### config.mk
export PLATFORM = sky130hd
export DESIGN_NAME = tdm_demux16
export DESIGN_NICKNAME = d
export VERILOG_FILES = /design/src/rtl/tdm_demux16.sv
export SDC_FILE = /design/constraint.sdc
export NUM_CORES = 1
export LEC_CHECK = 0
export BUFFER_PORTS_ARGS = -buffer_cell sky130_fd_sc_hd__buf_4
export CORE_UTILIZATION = 60
export DETAILED_ROUTE_END_ITERATION = 16
export GPL_TIMING_DRIVEN = 0
export PLACE_DENSITY_LB_ADDON = 0.25
export REMOVE_ABC_BUFFERS = 1
export SYNTH_ARGS = -nofsm -noshare
export SYNTH_HDL_FRONTEND = slang
export SYNTH_SLANG_ARGS = --single-unit
### constraint.sdc
create_clock -name Clock -period 8.2 [get_ports Clock]
set_input_delay 0.82 -clock Clock [delete_from_list [all_inputs] [get_ports Clock]]
set_output_delay 0.82 -clock Clock [all_outputs]
set_load 0.01 [all_outputs]
### src/rtl/tdm_demux16.sv
// Receive side of a 16-channel single-lane TDM link: collects one sample per
// valid cycle into a shadow frame and publishes all 16 channels at once.
module tdm_demux16 #(
  parameter int W = 1
) (
  input  logic          Clock,
  input  logic          Resetn,
  input  logic [W-1:0]  din,
  input  logic          din_valid,
  input  logic          sof,
  output logic [16*W-1:0] dout,
  output logic          frame_valid,
  output logic [3:0]    chan,
  output logic          locked,
  output logic          sync_err
);

  typedef enum logic [0:0] {
    HUNT = 1'b0,
    RECV = 1'b1
  } state_t;

  state_t              r_state;
  state_t              w_state_nxt;
  logic [3:0]          r_chan;
  logic [3:0]          w_chan_nxt;
  // Slot 15 is never stored: it goes straight from din into dout on commit.
  logic [15*W-1:0]     r_shadow;
  logic [15*W-1:0]     w_shadow_nxt;
  logic [16*W-1:0]     r_dout;
  logic [16*W-1:0]     w_dout_nxt;
  logic                r_frame_valid;
  logic                w_frame_valid_nxt;
  logic                r_sync_err;
  logic                w_sync_err_nxt;
  logic                r_locked;

  // Next-state and next-output decode for one input cycle.
  always_comb begin
    w_state_nxt       = r_state;
    w_chan_nxt        = r_chan;
    w_shadow_nxt      = r_shadow;
    w_dout_nxt        = r_dout;
    w_frame_valid_nxt = 1'b0;
    w_sync_err_nxt    = 1'b0;
    if (din_valid) begin
      case (r_state)
        HUNT: begin
          if (sof) begin
            w_shadow_nxt[0 +: W] = din;
            w_chan_nxt           = 4'd1;
            w_state_nxt          = RECV;
          end else begin
            w_state_nxt = HUNT;
          end
        end
        RECV: begin
          if (sof) begin
            // A sof anywhere but slot 0 aborts the partial frame and restarts.
            w_sync_err_nxt       = (r_chan != 4'd0);
            w_shadow_nxt[0 +: W] = din;
            w_chan_nxt           = 4'd1;
          end else if (r_chan == 4'd0) begin
            w_sync_err_nxt = 1'b1;
            w_state_nxt    = HUNT;
          end else if (r_chan == 4'd15) begin
            w_dout_nxt        = {din, r_shadow};
            w_frame_valid_nxt = 1'b1;
            w_chan_nxt        = 4'd0;
          end else begin
            w_shadow_nxt[r_chan*W +: W] = din;
            w_chan_nxt                  = r_chan + 4'd1;
          end
        end
        default: begin
          w_state_nxt = HUNT;
          w_chan_nxt  = 4'd0;
        end
      endcase
    end else begin
      w_state_nxt = r_state;
    end
  end

  // State, shadow frame and registered outputs.
  always_ff @(posedge Clock or negedge Resetn) begin
    if (!Resetn) begin
      r_state       <= HUNT;
      r_chan        <= 4'd0;
      r_shadow      <= '0;
      r_dout        <= '0;
      r_frame_valid <= 1'b0;
      r_sync_err    <= 1'b0;
      r_locked      <= 1'b0;
    end else begin
      r_state       <= w_state_nxt;
      r_chan        <= w_chan_nxt;
      r_shadow      <= w_shadow_nxt;
      r_dout        <= w_dout_nxt;
      r_frame_valid <= w_frame_valid_nxt;
      r_sync_err    <= w_sync_err_nxt;
      r_locked      <= (w_state_nxt == RECV);
    end
  end

  assign dout        = r_dout;
  assign frame_valid = r_frame_valid;
  assign chan        = r_chan;
  assign locked      = r_locked;
  assign sync_err    = r_sync_err;

endmodule

==> results_dict.tcl <==
set metrics [dict create \
    synth-xor-area-share_pct 0.959 \
    vias_in_the_first_global_route 1268 \
    final_period_minus_worst_setup_slack_ps 2830 \
    crit_arrival_ps 3070 \
    p_leak_nw 1.04 \
    critical-path-slowest-cell "sky130_fd_sc_hd__nor2_2" \
    fmax_mhz 353 \
    worst_skew_pair_latency_ps 350 \
    synth_top_family_by_area "multiplexers" \
    postSynthAreaPerCell_um2 12.1 \
    totalPowerFinal_mw 0.514 \
    worst_slew_margin_rel_pct 46.6 \
    failed_checks "DRC" \
    timing.final.max_slew_violations 0 \
    grt_first_pass_wirelength_mm 5.82 \
    std_cell_rows 19 \
    seq_area_frac_synth_pct 52.1 \
    die_span_x_um 57.2 \
    post_route_cells_drive_above_1_share_pct 38.4 \
    synth.ff_latch_count 38 \
    floorplan.die_area_um2 3270 \
    cts.path.max_buffers 2 \
    rsz0062_at_grt "no" \
    buffer_ports.inserted 27 \
    path_max_fanout 16 \
    final_min_period_over_clock_period_pct 34.5 \
    cts_made_buffers 5 \
    yosysTopAreaCellShare_pct 52.1 \
    post_drt_wl_per_cell_um 15.7 \
    post_synth_mux_area_share_pct 17.9 \
    drt_pass1_iterations 10 \
    endpoint_kind "flip-flop" \
    synth_simple_gate_area_share_pct 14.4 \
    nets 187 \
    critPathRequiredTime_ps 8440 \
    cts_htree_levels 2 \
    syn_area_um2 1830 \
    p_per_area_nw_per_um2 247 \
    detail_route.drc_violations 1 \
    grt_use_total_pct 23.8 \
    detail-route-antenna-nets 0 \
    worst_path_most_repeated_cell "sky130_fd_sc_hd__ha_1" \
    cts_repair_resize_count 0 \
    clock_sink_count 38 \
    timing.hold.worst.class "in -> async" \
    layout_commonest_cell "sky130_fd_sc_hd__dfrtp_1" \
    setup_viol_count_final 0 \
    numPlacedInstances 201 \
    synth_compound_gate_area_share_pct 7.74 \
    cts_tree "done" \
    category_of_the_most_critical_setup_path "reg -> reg" \
    worst_setup_hold_path_clk_slew_ps 100 \
    postLayoutCoreUtil_pct 73.5 \
    hpwl_after_detailed_placement_mm 2.34 \
    max_stage_delay_ps 630 \
    wl_mm 3.27 \
    synthesis.yosys.warnings 0 \
    max-vdd-ir-drop_mv 0.169 \
    start_util_pct 64.6 \
    crit_chain "inv_1, ha_1, or3b_2, ha_1, nand3_1, nor2_2, mux2_2" \
    drt-vias-per-instance 6.06 \
    cts.root.buffer_cell "sky130_fd_sc_hd__clkbuf_4" \
    share_of_synthesized_cell_area_in_full_adder_half_adder_and_majority_cells_pct 3.42 \
    drt_iter0_markers 37 \
    ioPinCount 28 \
    worst_slew_pin_slew_ps 800 \
    run_status "complete, but fails checks" \
    vias 1260 \
    rd_place_congestion 0.845 \
    n_fill_cell 209 \
    syn_inst 151 \
    top_cells_by_area_synth "sky130_fd_sc_hd__dfrtp_1, sky130_fd_sc_hd__mux2_2, sky130_fd_sc_hd__ha_1" \
    most-common-layout-cells "sky130_fd_sc_hd__dfrtp_1, sky130_fd_sc_hd__mux2_2, sky130_fd_sc_hd__buf_4" \
    grt_remaining_overflow 0 \
    post_synth_num_cell_types 37 \
    crit_path_start_kind "flip-flop" \
    grt_start_max_net_pins 39 \
    skew_final_ps 8.23 \
    finalNonFillerCells 208 \
    hold_buffers 0 \
    insertedDiodeCount 0 \
    cap_viol_max_count 0 \
    die_height_um 57.2 \
    synth_area_leader_cell "sky130_fd_sc_hd__dfrtp_1" \
    tns_ps 0 \
    grt_antenna_before_repair 0 \
    fp.coreArea_um2 2830 \
    cts.repair_timing.setup_buffer_count 0 \
    synthToLayoutAreaGrowth_pct 13.8 \
    timing.final.hold_violations 0 \
]
-- per-layer routing --
layer	up-vias	part of all wire, %	track usage (%)
met3	8	4.9	8.16
met2	37	48	37.3
li1	605	-	-
met1	610	44	30.3
met5	-	0	0
met4	0	2.7	10.5
-- critical path, delay by kind of cell, from the launching register on --
family / cells / cell delay [ps]
adders and majority gates: 2 / 510
and+or+nand+nor: 3 / 1020
muxes: 1 / 420
buffers and inverters: 1 / 190
DFF: 1 / 560
-- final timing paths --
kind,end,slack (ps),depth (start not counted),from
worst max register to register,dout[7]$_DFFE_PN0P_,5370,7,chan[0]$_DFFE_PN0P_
worst max-delay path,dout[7]$_DFFE_PN0P_,5370,7,chan[0]$_DFFE_PN0P_
max in group asynchronous,chan[3]$_DFFE_PN0P_,7470,1,Resetn
min in group Clock,r_shadow[11]$_DFFE_PN0P_,510,1,r_shadow[11]$_DFFE_PN0P_
worst min register to register,r_shadow[11]$_DFFE_PN0P_,510,1,r_shadow[11]$_DFFE_PN0P_
worst min-delay path,sync_err$_DFF_PN0_,410,1,Resetn
-- Yosys cell counts --
cell	n
sky130_fd_sc_hd__a22o_1	1
sky130_fd_sc_hd__a31oi_1	4
sky130_fd_sc_hd__a41o_1	1
sky130_fd_sc_hd__and2_1	1
sky130_fd_sc_hd__and3_1	2
sky130_fd_sc_hd__and3b_1	1
sky130_fd_sc_hd__and4bb_2	1
sky130_fd_sc_hd__buf_2	1
sky130_fd_sc_hd__buf_4	2
sky130_fd_sc_hd__clkbuf_1	5
sky130_fd_sc_hd__dfrtp_1	38
sky130_fd_sc_hd__ha_1	5
sky130_fd_sc_hd__inv_1	7
sky130_fd_sc_hd__mux2_1	1
sky130_fd_sc_hd__mux2_2	28
sky130_fd_sc_hd__nand2_1	2
sky130_fd_sc_hd__nand2b_1	1
sky130_fd_sc_hd__nand3_1	6
sky130_fd_sc_hd__nand3b_1	1
sky130_fd_sc_hd__nand4_1	2
sky130_fd_sc_hd__nand4b_4	1
sky130_fd_sc_hd__nor2_1	8
sky130_fd_sc_hd__nor2b_1	1
sky130_fd_sc_hd__nor3_1	7
sky130_fd_sc_hd__nor3b_1	4
sky130_fd_sc_hd__o211a_1	1
sky130_fd_sc_hd__o211ai_1	2
sky130_fd_sc_hd__o21ai_0	6
sky130_fd_sc_hd__o31a_1	1
sky130_fd_sc_hd__o31ai_1	1
sky130_fd_sc_hd__o41ai_1	3
sky130_fd_sc_hd__or2_2	1
sky130_fd_sc_hd__or3_4	1
sky130_fd_sc_hd__or3b_2	1
sky130_fd_sc_hd__or4_1	1
sky130_fd_sc_hd__xnor2_1	1
sky130_fd_sc_hd__xor2_1	1
-- state kept, by name, summed over array words and instances, names as in the netlist --
signal,cells
frame_valid,1
dout,16
chan,4
r_shadow,15
locked,1
sync_err,1
-- area by class of cell --
class	count	area, um^2	share of cell area (%)
inverters	7	26.3	1.26
repair buffers	27	203	9.75
flip-flops and latches	38	951	45.7
well taps	31	38.8	1.87
clock inverters	2	10.0	0.481
clock buffers	5	37.5	1.81
multi-input cells	98	813	39.1
-- stage by stage --
step                worst slack (ps)  cell area [um^2]  hold WS (ps)
floorplan                       5570              1790           459
finish                          5370              2080           408
global placement                5100              2030           481
global route                    5170              2080           438
detailed placement              5010              2030           487
CTS                             4970              2080           415
-- logic make-up (layout without fill, tap and decap cells) --
family,count (synthesis),after routing
AND/OR/NAND/NOR,42,42
flip-flops,38,38
multiplexers,29,29
AO/OA/AOI/OAI,20,20
buffers and inverters,15,41
adder cells (fa/ha/maj),5,5
XOR/XNOR,2,2
-- where the power goes --
group	total [mW]	switching [mW]	internal (mW)	leakage, nW
logic	0.179	0.101	0.0788	0.492
registers	0.247	0.0351	0.212	0.516
clock network	0.0883	0.0576	0.0308	0.0308
Note: power is estimated with default switching activity, not from simulation.
